File: src/rtl/operand_serializer.sv
// rtl/operand_serializer.sv - serializes an operand pair one bit per clock, then drains the downstream stage and pulses done
// Optional feature macro MSB_FIRST_EN: present the MSB first (left shift) instead of the LSB first.
module operand_serializer #(
    parameter int WIDTH    = 8,
    parameter int PIPE_LAT = 2
) (
    input  logic                       clk,
    input  logic                       rst,
    input  logic                       in_valid,
    output logic                       in_ready,
    input  logic [WIDTH-1:0]           op_a,
    input  logic [WIDTH-1:0]           op_b,
    output logic                       a_bit,
    output logic                       b_bit,
    output logic                       bit_valid,
    output logic [$clog2(WIDTH)-1:0]   bit_idx,
    output logic                       bit_last,
    output logic                       busy,
    output logic                       done
);
    localparam int IW = $clog2(WIDTH);
    localparam int DW = (PIPE_LAT > 1) ? $clog2(PIPE_LAT) : 1;
    localparam logic [IW-1:0] LAST_CNT  = IW'(WIDTH - 1);
    // Wraps to all-ones when PIPE_LAT is 0; DRAIN is never entered in that build.
    localparam logic [DW-1:0] DRAIN_END = DW'(PIPE_LAT - 1);

`ifdef MSB_FIRST_EN
    localparam int OUT_POS = WIDTH - 1;
`else
    localparam int OUT_POS = 0;
`endif

    typedef enum logic [1:0] {S_IDLE, S_SHIFT, S_DRAIN, S_DONE} state_t;

    state_t            r_state;
    state_t            w_next;
    logic [WIDTH-1:0]  r_sh_a;
    logic [WIDTH-1:0]  r_sh_b;
    logic [IW-1:0]     r_cnt;
    logic [DW-1:0]     r_dcnt;
    logic [WIDTH-1:0]  w_sh_a_nxt;
    logic [WIDTH-1:0]  w_sh_b_nxt;
    logic              w_cnt_last;

`ifdef MSB_FIRST_EN
    assign w_sh_a_nxt = {r_sh_a[WIDTH-2:0], 1'b0};
    assign w_sh_b_nxt = {r_sh_b[WIDTH-2:0], 1'b0};
`else
    assign w_sh_a_nxt = {1'b0, r_sh_a[WIDTH-1:1]};
    assign w_sh_b_nxt = {1'b0, r_sh_b[WIDTH-1:1]};
`endif

    assign w_cnt_last = (r_cnt == LAST_CNT);

    always_ff @(posedge clk or posedge rst) begin
        if (rst) begin
            r_state <= S_IDLE;
        end else begin
            r_state <= w_next;
        end
    end

    always_comb begin
        w_next    = r_state;
        in_ready  = 1'b0;
        busy      = 1'b1;
        done      = 1'b0;
        bit_valid = 1'b0;
        bit_last  = 1'b0;
        bit_idx   = '0;
        a_bit     = 1'b0;
        b_bit     = 1'b0;
        case (r_state)
            S_IDLE: begin
                in_ready = 1'b1;
                busy     = 1'b0;
                if (in_valid) begin
                    w_next = S_SHIFT;
                end
            end
            S_SHIFT: begin
                bit_valid = 1'b1;
                a_bit     = r_sh_a[OUT_POS];
                b_bit     = r_sh_b[OUT_POS];
                bit_last  = w_cnt_last;
`ifdef MSB_FIRST_EN
                bit_idx   = LAST_CNT - r_cnt;
`else
                bit_idx   = r_cnt;
`endif
                if (w_cnt_last) begin
                    w_next = (PIPE_LAT == 0) ? S_DONE : S_DRAIN;
                end
            end
            S_DRAIN: begin
                if (r_dcnt == DRAIN_END) begin
                    w_next = S_DONE;
                end
            end
            S_DONE: begin
                done   = 1'b1;
                w_next = S_IDLE;
            end
            default: begin
                w_next = S_IDLE;
            end
        endcase
    end

    always_ff @(posedge clk or posedge rst) begin
        if (rst) begin
            r_sh_a <= '0;
            r_sh_b <= '0;
            r_cnt  <= '0;
            r_dcnt <= '0;
        end else begin
            if (r_state == S_IDLE && in_valid) begin
                r_sh_a <= op_a;
                r_sh_b <= op_b;
                r_cnt  <= '0;
            end else if (r_state == S_SHIFT) begin
                r_sh_a <= w_sh_a_nxt;
                r_sh_b <= w_sh_b_nxt;
                r_cnt  <= w_cnt_last ? '0 : r_cnt + 1'b1;
            end
            r_dcnt <= (r_state == S_DRAIN) ? r_dcnt + 1'b1 : '0;
        end
    end
endmodule
File: config.mk
export PLATFORM = sky130hd
export DESIGN_NAME = operand_serializer
export DESIGN_NICKNAME = d
export VERILOG_FILES = /design/src/rtl/operand_serializer.sv
export SDC_FILE = /design/constraint.sdc
export NUM_CORES = 1
export LEC_CHECK = 0
export ABC_CLOCK_PERIOD_IN_PS = 1900
export CAP_MARGIN = 20
export CELL_PAD_IN_SITES_DETAIL_PLACEMENT = 0
export CELL_PAD_IN_SITES_GLOBAL_PLACEMENT = 1
export CORE_MARGIN = 3
export CORE_UTILIZATION = 36
export CTS_BUF_LIST = sky130_fd_sc_hd__clkbuf_8 sky130_fd_sc_hd__clkbuf_16
export DETAILED_ROUTE_END_ITERATION = 12
export HOLD_SLACK_MARGIN = 0.02
export MAX_ROUTING_LAYER = met4
export PLACE_DENSITY = 0.88
export SYNTH_ARGS = -nofsm -noshare
export SYNTH_HDL_FRONTEND = slang
export SYNTH_SLANG_ARGS = --single-unit
File: constraint.sdc
create_clock -name clk -period 1.9 [get_ports clk]
set_clock_uncertainty 0.2 [all_clocks]
set_input_delay 0.19 -clock clk [delete_from_list [all_inputs] [get_ports clk]]
set_output_delay 0.19 -clock clk [all_outputs]
set_load 0.005 [all_outputs]
==> results of run 1 <==
## metrics by stage
stage	cells	utilization, %	setup TNS [ns]
2_1_floorplan	107	-	0
3_3_place_gp	176	51.4	0
3_5_place_dp	176	51.4	-0.00448
4_1_cts	184	55.2	-0.0956
5_1_grt	187	56.7	-0.0292
6_report	187	56.7	0
## layout by cell type (no fill, tap or decap), drive strengths merged
| cell | netlist | final |
|---|---|---|
| clkdlybuf4s50 | 0 | 19 |
| ha | 6 | 6 |
| inv | 5 | 5 |
| dlymetal6s2s | 0 | 4 |
| and2b | 2 | 2 |
| o21ai | 16 | 16 |
| bufinv | 0 | 1 |
| clkbuf | 0 | 3 |
| a22oi | 1 | 1 |
| mux2i | 16 | 16 |
| and2 | 7 | 7 |
| o32a | 1 | 1 |
| nand2 | 18 | 18 |
| dlygate4sd2 | 0 | 5 |
| dfrtp | 22 | 22 |
| nor2b | 1 | 1 |
| nor2 | 3 | 3 |
| mux2 | 1 | 1 |
| buf | 7 | 13 |
| nor3 | 1 | 1 |
## kinds of logic (layout without fill, tap and decap cells)
logic type,count (synthesis),after routing,synth area share [%]
AO/OA/AOI/OAI,18,18,8.57
adder cells (fa/ha/maj),6,6,6.59
multiplexers,17,17,15.4
AND/OR/NAND/NOR,32,32,14.9
buffers and inverters,12,50,6.15
flip-flops,22,22,48.4
## power by group through the flow
stage	Combinational (mW)	Clock, mW	Sequential (mW)
after floorplan	0.799	0	0.788
after global placement	1.07	0	0.809
after detailed placement	1.12	0	0.821
after CTS	1.20	0.444	0.814
after global routing	1.39	0.466	0.837
final	1.23	0.426	0.812
## cell usage after synthesis
cell type                  n
sky130_fd_sc_hd__o32a_1    1
sky130_fd_sc_hd__buf_4     4
sky130_fd_sc_hd__nor2_1    3
sky130_fd_sc_hd__mux2_4    1
sky130_fd_sc_hd__ha_1      6
sky130_fd_sc_hd__nand2_1  18
sky130_fd_sc_hd__dfrtp_1  22
sky130_fd_sc_hd__a22oi_1   1
sky130_fd_sc_hd__and2_1    7
sky130_fd_sc_hd__nor3_4    1
sky130_fd_sc_hd__mux2i_1  16
sky130_fd_sc_hd__inv_1     5
sky130_fd_sc_hd__and2b_1   1
sky130_fd_sc_hd__o21ai_1  16
sky130_fd_sc_hd__buf_6     1
sky130_fd_sc_hd__nor2b_4   1
sky130_fd_sc_hd__and2b_4   1
sky130_fd_sc_hd__buf_2     2
## final cells by class
type	instances	area (um^2)
fill	271	1240
clock inverter	1	30.0
sequential	22	552
tap	42	52.6
inverter	5	18.8
timing repair buffer	41	394
clock buffer	3	41.3
multi-input combinational	73	543
## sequential cells by signal, indices dropped and copies added (netlist names)
signal,count
r_dcnt,1
r_sh_b,8
r_cnt,3
r_sh_a,8
r_state,2
## metal layers
layer	vias up	wire [um]
met2	25	993
met5	-	0
met3	4	150
met4	0	31
met1	401	985
li1	429	-
## worst max-delay path, stage by stage (launching register included)
cell and delay, ns:
sky130_fd_sc_hd__dfrtp_2 0.44, sky130_fd_sc_hd__ha_4 0.18, sky130_fd_sc_hd__buf_4 0.15, sky130_fd_sc_hd__buf_4 0.13
sky130_fd_sc_hd__nor2b_4 0.14, sky130_fd_sc_hd__nor3_4 0.19, sky130_fd_sc_hd__mux2_4 0.31
## worst max-delay path by stage
stage | start | endpoint | depth (start not counted)
finish | r_state[0] | r_state[1] | 6
CTS | r_state[1] | bit_idx[1] | 4
floorplan | r_state[1] | r_state[1] | 6
global route | r_state[1] | r_state[1] | 7
detailed placement | r_state[1] | bit_idx[1] | 4
global placement | r_state[1] | bit_idx[0] | 4
## what timing repair did
action | CTS | global route
endpoints found under the setup margin | 9 | 6
setup buffers | 4 | 3
gates resized for setup | 10 | 6
gates cloned | 0 | 0
==> flow_summary.ini, run 1 <==
[grt]
groute.usage.overall_pct = 12.8
global_route_wire_length_before_repair_mm = 3.95
grt_overflow = 0
first_global_vias = 903
grtUsageMet3_pct = 4.50
number_of_antenna_violations_at_the_first_check_in_global_routing = 0
grtUsageMet1_pct = 15.1
grt_start_max_net_pins = 36
met2_usage_pct = 19.9
highest_utilization_routing_layer_at_the_global_route_stage = met2

[synthesis]
ys_ff_latch = 22
netlist_instances = 107
yosysSeqAreaShare_pct = 48.4
synth.largest_area_cell = sky130_fd_sc_hd__dfrtp_1
synth.net_count = 132
yosysTopAreaCellShare_pct = 48.4
yosys_warnings = 0
yosysUniqueCellTypes = 18
synth_area_leaders = sky130_fd_sc_hd__dfrtp_1 (48%), sky130_fd_sc_hd__mux2i_1 (14%), sky130_fd_sc_hd__o21ai_1 (7.0%), sky130_fd_sc_hd__ha_1 (6.6%), sky130_fd_sc_hd__nand2_1 (5.9%)
synthesis.area_um2 = 1140
post_syn_area_per_cell_um2 = 10.6

[power]
pwr-share-seq_pct = 33.0
power.switching_fraction_pct = 32.5
internal_power_mw = 1.66
peakVddDrop_v = 0.000933
p_leak_nw = 0.788
power_density_nw_per_um2 = 1510
p_comb_share_pct = 49.7
finalPower_mw = 2.46
switchingPower_uw = 800
power.clock.fraction_pct = 17.3

[route]
wl_mm = 2.16
drc = 0
avgViaCountPerCell = 4.59
routed-via-count = 859
route.detailed.wl_per_inst_um = 11.6
drt_pass1_iterations = 3
initialDrtViolationCount = 20
ant_nets = 0

[clock_network]
cts.hold.buffers_added = 0
cts-htree-levels = 1
clk-insertion-delay-late_ns = 0.26
cts.sinks = 22
cts_root_buf = sky130_fd_sc_hd__clkbuf_8
cts_tree = yes
worst_setup_hold_path_clk_slew_ns = 0.08
ctsLongestPathBuffers = 2
tritoncts.num_buffers = 3

[floorplanning]
floorplan.die_area_um2 = 3870
core_area_um2 = 2880
rows = 19
start_util_pct = 39.6
die_h_um = 62.2
floorplan.die.width_um = 62.2
floorplan.io_pins = 29

[timing]
timing.final.hold_violations = 0
rsz0062_at_grt = yes
setup_violations = 0
fmax_mhz = 541
final.period_utilization_pct = 97.2
remaining_max_slew_budget_at_the_tightest_pin_pct = 81.9
final_critical_path_setup_slack_ns = 0.0527
timing.hold.ws_ns = 0.0522
tightest_slew_ns = 0.271
final.min_clock_period_ns = 1.85
finalMaxSlewViolations = 0

[setup_path]
critPathMaxFanout = 6
rr_worst_depth = 6
worst_reg2reg_path_endpoint = r_state[1]
worst_setup_path_end_kind = register
r2r_start = r_state[0]
timing.critical_path.arrival_ns = 1.80
worst-endpoint-required_ns = 1.85
worst_r2r_setup_slack_ns = 0.05
timing_worst_setup_path_type = register to register
timing.critical_path.from_type = register

[final_layout]
drive_above_1_share_pct = 17.9
nNetsFinal = 171
flow.area_growth_from_synthesis_pct = 43.3
stdcell_area_um2 = 1630
antenna_cells_inserted = 0

[placement]
gp_routability_congestion = 0.747
place_hpwl_mm = 1.59
post_dp_cell_area_um2 = 1480
number_of_port_buffers = 28
post-place-ws_ns = -0.00448

[outcome]
outcome = finished clean

[job]
max_cap_violations = 0

[hold_path]
worstHoldPathType = input port to asynchronous set/reset pin
Power figures use the tool's default switching activity.
==> run 2, diff against run 1 <==
--- a/config.mk
+++ b/config.mk
@@ -6,9 +6,9 @@
 export NUM_CORES = 1
 export LEC_CHECK = 0
 export ABC_CLOCK_PERIOD_IN_PS = 1900
-export CAP_MARGIN = 20
 export CELL_PAD_IN_SITES_DETAIL_PLACEMENT = 0
 export CELL_PAD_IN_SITES_GLOBAL_PLACEMENT = 1
+export CORE_ASPECT_RATIO = 0.6
 export CORE_MARGIN = 3
 export CORE_UTILIZATION = 36
 export CTS_BUF_LIST = sky130_fd_sc_hd__clkbuf_8 sky130_fd_sc_hd__clkbuf_16
==> run 2 against run 1 <==
  * Via count grew 3.0%
  * Clock power down 21%
  * Maximum frequency decreased by 0.31%
  * Routed wire length is 8.8% higher
  * Die area grew 0.56%
  * Core utilization shrank 1.4 points
  * Cell count grew 1.6%
  * Sequential power is 0.6% higher
  * Non-clock buffer count rose by 3
  * Register-to-register slack about the same
  * Design area fell by 0.15%
  * Sequential share of layout area is 0.052 points higher
==> flow_summary.ini, run 2 (synthesis results as in run 1) <==
[final_layout]
final-seq-area_um2 = 552
utilization_pct = 55.3
finish.cell_count_without_fillers = 190
drive_above_1_share_pct = 20.3
nFillCells = 266
nNetsFinal = 174
top_regs = r_sh_a: 8 flops, r_sh_b: 8 flops, r_cnt: 3 flops
flow.area_growth_from_synthesis_pct = 43.1
stdcell_area_um2 = 1630
highest_count_cells_in_the_layout_ignoring_fill_and_taps = sky130_fd_sc_hd__dfrtp_1 (21), sky130_fd_sc_hd__nand2_1 (18), sky130_fd_sc_hd__clkdlybuf4s50_1 (18)
layout_commonest_cell = sky130_fd_sc_hd__dfrtp_1
multi_input_area_um2 = 546
antenna_cells_inserted = 0

[clock_network]
tritoncts.num_buffers = 3
cts-htree-levels = 1
clk-insertion-delay-late_ns = 0.26
ctsLongestPathBuffers = 2
worst_setup_hold_path_clk_slew_ns = 0.08
cts_tree = yes
cts.sinks = 22
cts_root_buf = sky130_fd_sc_hd__clkbuf_8

[setup_path]
worst_path_largest_cell_delay_ns = 0.45
timing.critical_path.from_type = register
worst-endpoint-required_ns = 1.85
crit_path_cell_trace = ha_4 -> buf_2 -> buf_4 -> nor2b_4 -> nor3_4 -> mux2_4
timing_worst_setup_path_type = register to register
timing.critical_path.arrival_ns = 1.81
critPathMaxFanout = 4
worst_setup_path_end_kind = register
worst_path_slowest_cell = sky130_fd_sc_hd__dfrtp_2
worst_r2r_setup_slack_ns = 0.05

[timing]
final_critical_path_setup_slack_ns = 0.0469
fmax_mhz = 540
finalMaxSlewViolations = 0
final.period_utilization_pct = 97.5
remaining_max_slew_budget_at_the_tightest_pin_pct = 81.3
tightest_slew_ns = 0.281
setup_violations = 0
timing.final.hold_violations = 0
final.min_clock_period_ns = 1.85

[route]
drt_pass1_iterations = 4
avgViaCountPerCell = 4.66
routed-via-count = 885
ant_nets = 0
drc = 0
route.detailed.wl_per_inst_um = 12.4
wl_mm = 2.35
initialDrtViolationCount = 23

[floorplanning]
rows = 15
floorplan.die_area_um2 = 3900
floorplan.die.width_um = 78.6
floorplan.io_pins = 29
die_h_um = 49.6
start_util_pct = 38.6
core_area_um2 = 2950

[grt]
grt_start_max_net_pins = 36
grt_overflow = 0
groute.usage.overall_pct = 13.9
grtUsageMet3_pct = 5.84
highest_utilization_routing_layer_at_the_global_route_stage = met2
global_route_wire_length_before_repair_mm = 4.08
met2_usage_pct = 21.5
number_of_antenna_violations_at_the_first_check_in_global_routing = 0
grtUsageMet1_pct = 16.8
first_global_vias = 910

[placement]
place_hpwl_mm = 1.62
gp_routability_congestion = 0.748
post_dp_cell_area_um2 = 1480
dp.cells = 176
number_of_port_buffers = 28
post-place-ws_ns = -0.0273

[hold_path]
worstHoldPathType = input port to asynchronous set/reset pin

[power]
power.clock.fraction_pct = 13.8
p_comb_share_pct = 52.6
switchingPower_uw = 832
pwr-share-seq_pct = 33.6
p_leak_nw = 0.771
peakVddDrop_v = 0.000963
power.switching_fraction_pct = 34.3
power_density_nw_per_um2 = 1490
internal_power_mw = 1.59
finalPower_mw = 2.43

[job]
max_cap_violations = 0

[outcome]
outcome = finished clean
==> run 2: cell count changes in the layout (fill, tap and decap cells not counted), sizes merged <==
cell           before  now
clkbuf              3    4
bufinv              1    0
clkdlybuf4s50      19   18
buf                13   16
dlymetal6s2s        4    2
dlygate4sd2         5    8
==> run 2: power by group through the flow <==
stage / Combinational, mW / Sequential [mW] / Clock [mW]
CTS: 1.27 / 0.816 / 0.349
global placement: 1.10 / 0.808 / 0
floorplan: 0.799 / 0.788 / 0
finish: 1.28 / 0.817 / 0.335
global route: 1.43 / 0.841 / 0.362
detailed placement: 1.12 / 0.821 / 0
==> run 2: final cells by class <==
class	count	area share, %
Inverter	5	1.15
Clock buffer	4	3.38
Sequential cell	22	33.9
Timing Repair Buffer	44	24.9
Multi-Input combinational cell	73	33.5
Tap cell	42	3.23
==> run 2: path summary, 6_finish.rpt <==
| check | endpoint | startpoint | cells after the start |
|---|---|---|---|
| hold / removal | r_sh_a[1] | rst | 3 |
| min in group clk | r_sh_a[7] | op_a[7] | 3 |
| max in group asynchronous | r_state[0] | rst | 3 |
| hold reg to reg | r_sh_a[7] | r_sh_a[7] | 2 |
| setup reg to reg | r_state[1] | r_state[0] | 6 |
| setup / recovery | r_state[1] | r_state[0] | 6 |
==> run 2: per-stage QoR <==
step / TNS (ns) / hold WS (ns)
2_1_floorplan: 0 / -0.0208
3_3_place_gp: 0 / 0.309
3_5_place_dp: -0.143 / 0.315
4_1_cts: 0 / 0.0701
5_1_grt: -0.00526 / 0.107
6_report: 0 / 0.0585
==> run 2: layer usage <==
metal | share of wire [%] | vias to the layer above
li1 | - | 437
met1 | 47 | 417
met2 | 44 | 28
met3 | 8.0 | 3
met4 | 0.81 | 0
met5 | 0 | -
==> run 2: what timing repair did <==
action                                  in CTS  in global routing
gates resized for setup                     17                  2
endpoints found under the setup margin       9                  4
hold buffers                                 0                  0
buffers inserted                             8                  2
==> run 2: worst max-delay path: cells and delay by family (launching register included) <==
kind,cells,cell delay [ns]
flip-flops,1,0.45
AND/OR/NAND/NOR,2,0.31
multiplexers,1,0.31
buffers and inverters,2,0.29
adder cells (fa/ha/maj),1,0.18
